===== src/rtl/gl_decode.sv =====
// gl_decode: operand-gathering decode stage.
//
// Accepts one instruction word and its address from fetch. It reads the
// opcode's trailing operand words from a 1-cycle-latency BRAM port and packs
// them into one wide packet. The packet goes to execute under valid/ready.
// Fetch is stalled whenever the stage is not idle.
//
// Parameters
//   WIDTH     instruction / operand / address width
//   MAX_OPS   operand slots in the output packet
//   ADDR_STEP address increment between consecutive words
//
// Ports
//   clk           clock, rising edge
//   reset         asynchronous, active-low reset
//   inst_in       instruction word from fetch, opcode in [7:0]
//   inst_addr_in  address of inst_in
//   inst_valid    inst_in / inst_addr_in valid (sampled only when idle)
//   stall_out     stall to fetch, high whenever not idle (combinational)
//   bram_addr     operand BRAM read address (registered)
//   bram_data     operand BRAM read data, valid one cycle after its address
//   out_valid     packet valid
//   out_ready     execute accepts the packet (sampled only while emitting)
//   out_inst      full instruction word of the packet
//   out_count     number of operands in the packet
//   out_operands  operand k at [WIDTH*k +: WIDTH]
//
// Build option
//   GL_DECODE_OPERAND_CLEAR_EN  when defined, every operand slot is zeroed on
//                               accept, so unused slots read 0. Otherwise
//                               unused slots keep values from older packets.

module gl_decode #(
    parameter int WIDTH     = 32,
    parameter int MAX_OPS   = 16,
    parameter int ADDR_STEP = 4
) (
    input  logic                     clk,
    input  logic                     reset,
    input  logic [WIDTH-1:0]         inst_in,
    input  logic [WIDTH-1:0]         inst_addr_in,
    input  logic                     inst_valid,
    output logic                     stall_out,
    output logic [WIDTH-1:0]         bram_addr,
    input  logic [WIDTH-1:0]         bram_data,
    output logic                     out_valid,
    input  logic                     out_ready,
    output logic [WIDTH-1:0]         out_inst,
    output logic [4:0]               out_count,
    output logic [WIDTH*MAX_OPS-1:0] out_operands
);

    localparam logic [WIDTH-1:0] STEP = WIDTH'(ADDR_STEP);

    typedef enum logic [1:0] {IDLE, FETCH, EMIT} state_t;

    state_t     state;
    state_t     state_next;
    logic [4:0] issue_cnt;   // addresses issued for the current packet
    logic [4:0] cap_cnt;     // next operand slot to be captured
    logic       primed;      // first FETCH cycle done; bram_data now tracks bram_addr
    logic [4:0] dec_count;
    logic       accept;

    // Operand count per opcode.
    always_comb begin
        case (inst_in[7:0])
            8'h03, 8'h04:                      dec_count = 5'd3;
            8'h11, 8'h13, 8'h16, 8'h17, 8'h18: dec_count = 5'd16;
            8'h19:                             dec_count = 5'd4;
            8'h1A:                             dec_count = 5'd6;
            default:                           dec_count = 5'd0;
        endcase
    end

    always_ff @(posedge clk or negedge reset) begin
        if (!reset) begin
            state <= IDLE;
        end else begin
            state <= state_next;
        end
    end

    always_comb begin
        state_next = state;
        stall_out  = 1'b0;
        out_valid  = 1'b0;
        accept     = 1'b0;
        case (state)
            IDLE: begin
                if (inst_valid) begin
                    accept     = 1'b1;
                    state_next = (dec_count != 5'd0) ? FETCH : EMIT;
                end
            end
            FETCH: begin
                stall_out = 1'b1;
                // Leave once the last slot is being written on this edge.
                if (primed && (cap_cnt == out_count - 5'd1)) begin
                    state_next = EMIT;
                end
            end
            EMIT: begin
                stall_out = 1'b1;
                out_valid = 1'b1;
                if (out_ready) begin
                    state_next = IDLE;
                end
            end
            default: state_next = IDLE;
        endcase
    end

    // The address for operand 0 is issued on the accept edge, so the issue
    // counter starts at 1. Capture lags issue by one cycle, which the primed
    // flag accounts for.
    always_ff @(posedge clk or negedge reset) begin
        if (!reset) begin
            bram_addr    <= '0;
            out_inst     <= '0;
            out_count    <= '0;
            out_operands <= '0;
            issue_cnt    <= '0;
            cap_cnt      <= '0;
            primed       <= 1'b0;
        end else if (accept) begin
            out_inst  <= inst_in;
            out_count <= dec_count;
            issue_cnt <= 5'd1;
            cap_cnt   <= '0;
            primed    <= 1'b0;
            if (dec_count != 5'd0) begin
                bram_addr <= inst_addr_in + STEP;
            end
`ifdef GL_DECODE_OPERAND_CLEAR_EN
            out_operands <= '0;
`else
            out_operands <= out_operands;
`endif
        end else if (state == FETCH) begin
            if (issue_cnt < out_count) begin
                bram_addr <= bram_addr + STEP;
                issue_cnt <= issue_cnt + 5'd1;
            end
            if (!primed) begin
                primed <= 1'b1;
            end else begin
                out_operands[int'(cap_cnt)*WIDTH +: WIDTH] <= bram_data;
                cap_cnt <= cap_cnt + 5'd1;
            end
        end
    end

endmodule


===== config.mk =====
export PLATFORM = sky130hd
export DESIGN_NAME = gl_decode
export DESIGN_NICKNAME = d
export VERILOG_FILES = /design/src/rtl/gl_decode.sv
export SDC_FILE = /design/constraint.sdc
export NUM_CORES = 1
export LEC_CHECK = 0
export ABC_AREA = 0
export CELL_PAD_IN_SITES_DETAIL_PLACEMENT = 1
export CELL_PAD_IN_SITES_GLOBAL_PLACEMENT = 1
export CORE_MARGIN = 2
export CORE_UTILIZATION = 36
export CTS_CLUSTER_SIZE = 16
export DETAILED_ROUTE_END_ITERATION = 8
export PLACE_DENSITY_LB_ADDON = 0.1
export SLEW_MARGIN = 20
export SYNTH_ARGS = -nofsm -noshare
export SYNTH_HDL_FRONTEND = slang
export SYNTH_SLANG_ARGS = --single-unit

===== constraint.sdc =====
create_clock -name clk -period 4.8 [get_ports clk]
set_input_delay 0.48 -clock clk [delete_from_list [all_inputs] [get_ports clk]]
set_output_delay 0.48 -clock clk [all_outputs]
set_load 0.01 [all_outputs]

# Word-level counts from Yosys, hierarchy flattened
# Memories as Yosys holds them, arrays and structs flattened.
# Index checks and enable logic that the tools add are counted.
[op_classes]
add_sub_neg = 6
order_cmp = 1
eq_ne = 7
shifts = 2
muxes = 23
n_bitwise = 1
n_reduce_logical = 13
[op_table]
columns = ["operator", "count"]
rows = [
  ["bitwise mux 512 bit", 1],
  ["variable shift 32 x 33 -> 512 bit, first input constant", 1],
  ["indexed part select 32 x 33 -> 512 bit", 1],
  ["2-to-1 mux 32 bit", 4],
  ["adder 32 x 3 -> 32 bit, second input constant", 2],
  ["2-to-1 mux 5 bit", 7],
  ["negation 10 -> 33 bit", 1],
  ["adder 5 x 1 -> 5 bit, second input constant", 2],
  ["AND reduction 3 bit", 3],
  ["2-to-1 mux 2 bit", 4],
  ["2-to-1 mux 1 bit", 6],
  ["inequality test 2 bit, second input constant", 3],
  ["one-hot mux 2 bit (3 select lines)", 1],
  ["nonzero test 2 bit", 3],
  ["== test 5 bit", 1],
  ["< comparator 5 bit", 1],
  ["nonzero test 5 bit", 1],
  ["subtractor 5 x 1 -> 5 bit, second input constant", 1],
  ["AND reduction 2 bit", 2],
  ["logical NOT 3 bit", 1],
  ["== test 2 x 1 -> 1 bit, second input constant", 1],
  ["== test 2 bit, second input constant", 1],
  ["logical NOT 2 bit", 1],
  ["inequality test 2 x 1 -> 1 bit, second input constant", 1],
  ["3 further kinds", 3],
]
[word_totals]
reg_bits = 594
rom_bits = 128
output_inout_bits = 583
word_cells = 62
mem_count = 1
[mem_list]
columns = ["name", "words", "word_bits", "rd", "rd_clocked_by_memory_dff", "write_ports", "line_no", "source"]
rows = [
  ["(name not given)", 32, 4, 1, 0, 0, "67", "case (inst_in[7:0])"],
]

# Longest topological paths before layout
# Gate-level depths: netlist of run 1.
[depth]
ltp_word = 6
mapped_depth = 19

# Worst setup path before layout of run 1
# OpenSTA, ideal clock, no wires.
[synth_timing]
kind = "flip-flop to flip-flop"
from = "register state[0]"
to = "register bram_addr[20]"
t_arrival_ns = 3.951
path_slack_ns = 0.712
path_stages_with_launch = 20
path_buffers = 7
synth_period_minus_slack_ns = 4.088
cell_sequence = "dfrtp_1 -> inv_1 -> ha_1 -> buf_6 -> nand2_1 -> clkbuf_1 -> clkbuf_1 -> clkbuf_1 -> buf_2 -> buf_1 -> nand2_1 -> nand2_1 -> ha_1 -> and4_1 -> a31oi_1 -> or3_1 -> buf_2 -> or3_1 -> a31oi_1 -> a21oi_1"
[synth_between]
elab_chain_len = 4
[synth_rtl]
columns = ["item", "line_no", "source"]
rows = [
  ["start: declaration", "57", "state_t state;"],
  ["start signal: assignment", "80", "state <= state_next;"],
  ["logical NOT 2 bit", "89", "case (state)"],
  ["2-to-1 mux 1 bit", "89", ""],
  ["inequality test 2 x 1 -> 1 bit (no line) / nonzero test 2 bit (equally long branches)", "n/a", ""],
  ["AND reduction 3 bit (no line)", "n/a", ""],
  ["end signal: assignment", "133", "bram_addr <= inst_addr_in + STEP;"],
  ["end signal: assignment", "142", "bram_addr <= bram_addr + STEP;"],
  ["end: declaration", "44", "output logic [WIDTH-1:0] bram_addr,"],
]
# Several ways; a longest one is shown, not always the timed one.
# A chain may end at the register's enable or synchronous reset.

# Worst setup path in the final report of run 1
[layout_timing]
from = "register state[0]"
to = "register bram_addr[30]"
# The elaborated chain is that of the path after synthesis.

==> impl_metrics.csv, run 1 <==
group,metric,value,unit
run_status,status,"finished clean",
setup_path,timing.rr.end,"bram_addr[30]",
finish,diodes,0,
setup_path,max_stage_delay,0.54,ns
synthesis,synth-edff-count,0,
synthesis,synth.distinct_cells,71,
timing,holdWs,0.4093,ns
finish,drive_gt1_share,6.512,%
synthesis,synth-compound-area-share,15.25,%
routing,via_per_inst,5.305,
timing,hold_viol,0,
timing,report.final.slew_viol_count,0,
synthesis,synth_flop_cell,"dfrtp_1",
synthesis,synth.yosys.seq_area_share,61.01,%
power,p_leak,0.01504,uW
setup_path,arrival,4.15,ns
worst_hold_path,hold_path_class,"in -> reg",
power,vdd_drop_max,0.2772,mV
clock_tree,clk_pin_slew,0.06,ns
setup_path,crit_chain,"inv_1 > ha_1 > buf_4 > and2_4 > mux2_2 > ha_1 > and4_1 > a31oi_1 > buf_4 > or3_1 > nor3_2 > mux2_2 > a211oi_1",
setup_path,reg2reg_setup_slack,1.16,ns
timing,finalCritPeriodShare,75.93,%
finish,nNetsFinal,3305,
global_routing,grt_antenna_before_repair,0,
synthesis,syn_inst,2554,
routing,avgRoutedWirePerCell,23.92,um
clock_tree,cts_tree,"yes",
global_routing,grt_pass1_vias,23070,
die,std_cell_rows,95,
clock_tree,cts_buffers,68,
synthesis,synth-adder-area-share,0.8230,%
synthesis,syn_nets,2670,
routing,drc,0,
global_routing,grt_overflow,0,
routing,antenna_left,0,
finish,n_fill_cell,7470,
timing,tns,0,ns
setup_path,crit_required,5.30,ns
timing,period_needed,3.645,ns
setup_path,critPathMaxFanout,18,
clock_tree,cts_num_sinks,593,
worst_hold_path,hold_start,"inst_in[23]",
setup_path,r2r_start,"state[0]",
clock_tree,ctsLongestPathBuffers,3,
die,boundaryPins,683,
timing,clock.fmax,0.2744,GHz
finish,area_delta_synth_final,41.37,%
finish,layout_common_cells,"nand2_1 (887), clkdlybuf4s50_1 (680), dfrtp_1 (592), o21ai_0 (431), o31ai_1 (108)",
finish,final_common_cell,"nand2_1",
synthesis,async_flop_share,100.0,%
die,die_y,263.9,um
timing,worstMarginPinSlew,0.9652,ns
timing,setup_viol,0,
worst_hold_path,min_to,"out_inst[23]",
setup_path,reg2reg_depth,13,
die,dieArea,69660,um2
clock_tree,root_buffer,"clkbuf_16",
die,core,67040,um2
clock_tree,clock_latency,0.61,ns
synthesis,synth_top_family_by_area,"simple AND/OR/NAND/NOR gates",
flow_run,cap_violations,0,
synthesis,yosys.area_share.simple,17.78,%
place,dp_hpwl,72370,um
finish,multi_input_area,8880,um2
synthesis,synth_seq_cells,593,
setup_path,path_buf_inv,3,
setup_path,cp-start-kind,"flop",
setup_path,cp-end-kind,"flop",
synthesis,synthXorXnorAreaFrac,0.6121,%
place,globalplace.congestion,0.8523,
timing,clock_skew,0.01747,ns
routing,vias,21820,
finish,register_area,14840,um2
clock_tree,post_cts_buffers,0,
worst_hold_path,holdPathStages,3,
routing,drt-total-wl,98400,um
routing,drtPass1Iterations,5,
routing,first_iter_violations,1268,
power,power_density,383.5,nW/um2
synthesis,synth_area,24320,um2
synthesis,synthMuxAreaShare,1.466,%
global_routing,grt_max_degree,103,
synthesis,syn_area_per_cell,9.524,um2
setup_path,cpMaxStageDelayCell,"or3_1",
global_routing,grt_usage,27.91,%
clock_tree,cts_max_level,3,
setup_path,crit_family,"simple AND/OR/NAND/NOR gates",
timing,rsz0062_at_grt,"false",
setup_path,critPathKind,"reg -> reg",
die,die-width,263.9,um
synthesis,yosysWarnings,0,
global_routing,grt_pass1_wl,148100,um
die,start_util,36.28,%
timing,maxSlewHeadroom,35.52,%
place,io_buffers,681,
## metrics by stage
stage	worst slack, ns	util (%)	std cells	instance area [um2]	total power (uW)
2_1_floorplan	0.7120	-	2554	24320	6641
3_3_place_gp	0.9462	48.00	3991	32180	8052
3_5_place_dp	0.8467	48.00	3991	32180	8130
4_1_cts	1.092	51.29	4113	34390	13330
5_1_grt	0.8326	51.29	4113	34390	13730
6_report	1.155	51.29	4113	34390	13190
## final cells by class
type	instances	area share, %
Timing Repair Buffer	734	21.26
Multi-Input combinational cell	1774	25.82
Inverter	18	0.1965
Clock inverter	17	0.5131
Sequential cell	593	43.16
Clock buffer	104	5.873
Tap cell	873	3.177
## tightest hold or removal path, delay by kind of cell
family                 cells  cell delay (ns)
buffers and inverters      1             0.40
AND/OR/NAND/NOR            2             0.10
## state kept, by name, summed over array words and instances, names as in the netlist
| name | count |
|---|---|
| out_count | 4 |
| bram_addr | 32 |
| primed | 1 |
| issue_cnt | 5 |
| out_operands | 512 |
| cap_cnt | 5 |
| out_inst | 32 |
| state | 2 |
## where the power goes
part	switching (uW)	internal (uW)	total, uW
logic	1260	1090	2350
registers	284	5400	5690
clock network	2130	3020	5150
total	3670	9520	13200
## worst max-delay path by stage
stage | from | to | cells past startpoint
after floorplan | state[0] | bram_addr[20] | 19
after global placement | inst_in[0] | bram_addr[15] | 10
after detailed placement | inst_in[0] | bram_addr[15] | 10
after CTS | cap_cnt[0] | out_operands[491] | 9
after global routing | cap_cnt[0] | out_operands[485] | 9
final | state[0] | bram_addr[30] | 13
## timing repair
action / 4_1_cts / 5_1_grt
resized for setup: 0 / 0
hold endpoints to repair: 36 / 0
hold buffers: 1 / 0
## synth_stat cells (all sizes together) (10+ instances only)
| cell type | n | area share, % |
|---|---|---|
| nor2 | 51 | 0.79 |
| mux2i | 15 | 0.62 |
| ha | 16 | 0.82 |
| nand2 | 888 | 14 |
| o31ai | 108 | 3.3 |
| mux2 | 18 | 0.85 |
| a211oi | 10 | 0.36 |
| nand3 | 36 | 0.74 |
| nand4 | 24 | 0.68 |
| clkbuf | 147 | 2.3 |
| inv | 18 | 0.28 |
| a21oi | 28 | 0.59 |
| o21ai | 435 | 9.0 |
| buf | 22 | 0.50 |
| dfrtp | 593 | 61 |
| nor3 | 12 | 0.29 |
## layer usage
metal	up-vias	GRT usage [%]	share of wire, %
met4	0	13.44	5.1
met1	11090	32.54	39
met2	627	48.51	50
met3	202	6.367	5.8
li1	9906	-	-
met5	-	0	0
## logic make-up after synthesis
kind of cell	Yosys count
AND/OR/NAND/NOR	1069
other	1
buffers and inverters	187
flip-flops	593
XOR/XNOR	17
multiplexers	33
adder cells (fa/ha/maj)	16
AO/OA/AOI/OAI	638
(Power assumes the default switching activity.)
==> run 2: changes to the inputs <==
--- a/config.mk
+++ b/config.mk
@@ -9,7 +9,7 @@
 export CELL_PAD_IN_SITES_DETAIL_PLACEMENT = 1
 export CELL_PAD_IN_SITES_GLOBAL_PLACEMENT = 1
 export CORE_MARGIN = 2
-export CORE_UTILIZATION = 36
+export CORE_UTILIZATION = 33
 export CTS_CLUSTER_SIZE = 16
 export DETAILED_ROUTE_END_ITERATION = 8
 export PLACE_DENSITY_LB_ADDON = 0.1
==> constraint.sdc (replaced) <==
create_clock -name clk -period 2.9 [get_ports clk]
set_input_delay 0.29 -clock clk [delete_from_list [all_inputs] [get_ports clk]]
set_output_delay 0.29 -clock clk [all_outputs]
set_load 0.01 [all_outputs]
==> run 2 against run 1 <==
  * Final area is 3.4% higher
  * Sequential power is 66% higher
  * Setup slack lost 1.0 ns
  * Power increased by 71%
  * Largest cell class unchanged
  * Die area rose by 9.0%
  * Clock-buffer cell count increased by 3
  * Non-clock buffer count rose by 72
  * Final cell count is 3.9% higher
  * Critical endpoint is now bram_addr[20]
  * Largest power group unchanged
  * Critical path depth stayed put
  * First-iteration DRC count decreased by 6.4%
==> impl_metrics.csv, run 2 (synthesis gave the netlist of run 1 again) <==
group,metric,value,unit
finish,nNetsFinal,3378,
finish,largestRegisters,"out_operands (512), bram_addr (32), out_inst (32)",
finish,stdcell_area,35560,um2
power,vdd_drop_max,0.5752,mV
timing,clock_skew,0.01494,ns
clock_tree,cts_num_sinks,593,
worst_hold_path,hold_start,"inst_in[15]",
finish,final_core_util,48.74,%
setup_path,arrival,3.25,ns
setup_path,max_stage_delay,0.43,ns
global_routing,grt_antenna_before_repair,0,
setup_path,critPathMaxFanout,24,
routing,avgRoutedWirePerCell,23.51,um
routing,via_per_inst,5.141,
timing,worstMarginPinSlew,0.7491,ns
place,io_buffers,681,
power,p_total,22590,uW
die,core,72960,um2
setup_path,crit_chain,"inv_2 > ha_4 > and2_4 > buf_12 > buf_12 > o21ai_2 > nand2_1 > buf_4 > or3_4 > buf_12 > or3_1 > a31oi_1 > a21oi_1",
die,start_util,33.34,%
timing,report.final.slew_viol_count,0,
timing,rsz0062_at_grt,"false",
setup_path,reg2reg_depth,13,
setup_path,cpMostUsedCell,"buf_12",
run_status,status,"finished clean",
clock_tree,clock_latency,0.61,ns
clock_tree,cts_tree,"yes",
clock_tree,root_buffer,"clkbuf_16",
power,p_leak,0.01564,uW
global_routing,grt_overflow,0,
clock_tree,cts_buffers,69,
clock_tree,clk_pin_slew,0.06,ns
flow_run,cap_violations,0,
routing,drtPass1Iterations,5,
global_routing,grt_usage,26.05,%
timing,tns,0,ns
power,power_density,635.3,nW/um2
timing,maxSlewHeadroom,49.90,%
setup_path,reg2reg_setup_slack,0.13,ns
global_routing,grt_pass1_wl,149400,um
die,die-width,275.5,um
finish,top_register,"out_operands",
clock_tree,ctsLongestPathBuffers,3,
die,boundaryPins,683,
finish,largest_register_ff_count,512,
finish,fin_cells,4275,
finish,drive_gt1_share,9.258,%
die,dieArea,75890,um2
finish,area_delta_synth_final,46.18,%
setup_path,cpMaxStageDelayCell,"or3_4",
setup_path,r2r_start,"state[1]",
setup_path,crit_required,3.38,ns
routing,vias,21980,
global_routing,grt_max_degree,77,
timing,clock.fmax,0.3614,GHz
finish,diodes,0,
worst_hold_path,min_to,"out_inst[15]",
place,dp_hpwl,74420,um
die,std_cell_rows,99,
timing,hold_viol,0,
routing,drt-total-wl,100500,um
setup_path,timing.rr.end,"bram_addr[20]",
place,placed_cells,4144,
routing,first_iter_violations,1187,
timing,setup_viol,0,
routing,antenna_left,0,
clock_tree,cts_max_level,3,
timing,period_needed,2.767,ns
finish,layout_common_cells,"nand2_1 (885), clkdlybuf4s50_1 (680), dfrtp_1 (592), o21ai_0 (428), o31ai_1 (108)",
setup_path,cp-end-kind,"flop",
worst_hold_path,hold_path_class,"in -> reg",
setup_path,cp-start-kind,"flop",
global_routing,grt_pass1_vias,23280,
die,die_y,275.5,um
place,globalplace.congestion,0.8679,
routing,drc,0,
finish,final_common_cell,"nand2_1",
timing,finalCritPeriodShare,95.41,%
setup_path,critPathKind,"reg -> reg",
place,postPlaceCellArea,33110,um2
worst_hold_path,holdPathStages,3,
## run 2: changes by cell type in the layout (fill, tap and decap cells not counted), moves of 3 or more
cell,delta
buf_4,+49
buf_12,+23
clkbuf_1,-7
clkbuf_8,+7
clkinv_2,+5
clkbuf_16,+3
o21ai_0,-3
## run 2: cell type report
cell class	instances	area, um2
Fill cell	8084	37400
Sequential cell	593	14840
Multi-Input combinational cell	1774	8956
Timing Repair Buffer	806	8138
Clock buffer	107	2165
Tap cell	959	1200
Clock inverter	18	190.2
Inverter	18	67.56
## run 2: how the worst max path moves through the flow
stage,start,end,slack [ns]
floorplan,state[1],bram_addr[20],-0.36
global placement,inst_in[0],bram_addr[29],-0.25
detailed placement,inst_in[0],bram_addr[29],-0.28
CTS,state[1],bram_addr[28],0.05
global route,state[1],bram_addr[20],0.006
finish,state[1],bram_addr[20],0.13
## run 2: stage by stage
stage | setup WS (ns) | hold slack (ns)
finish | 0.1332 | 0.2111
global route | 0.006260 | 0.2034
CTS | 0.05004 | 0.1768
detailed placement | -0.2777 | 0.3418
global placement | -0.2464 | 0.3363
floorplan | -0.3620 | -0.005591
## run 2: what timing repair did
| item | CTS | global route |
|---|---|---|
| buffers inserted | 2 | 3 |
| pin swaps | 1 | 2 |
| setup endpoints to repair | 97 | 26 |
| hold buffers | 1 | 0 |
| gates resized for setup | 1 | 7 |
| hold endpoints to repair | 35 | 0 |
## run 2: where the power goes
part / switching (uW) / internal, uW
Clock: 3590 / 5420
Combinational: 2150 / 2010
Sequential: 481 / 8950
## run 2: critical path: cells and delay by family (launching register included)
family / cells / cell delay [ns]
adders and majority gates: 1 / 0.18
AOI/OAI and AO/OA: 3 / 0.39
and+or+nand+nor: 4 / 1.03
DFF: 1 / 0.37
buffers and inverters: 5 / 0.67
## run 2: layer usage
| metal | GRT usage [%] | wire (um) | vias up |
|---|---|---|---|
| met1 | 29.77 | 38480 | 11150 |
| met4 | 9.886 | 4110 | 0 |
| li1 | - | - | 10070 |
| met5 | 0 | 0 | - |
| met3 | 5.881 | 5855 | 171 |
| met2 | 47.23 | 52050 | 591 |
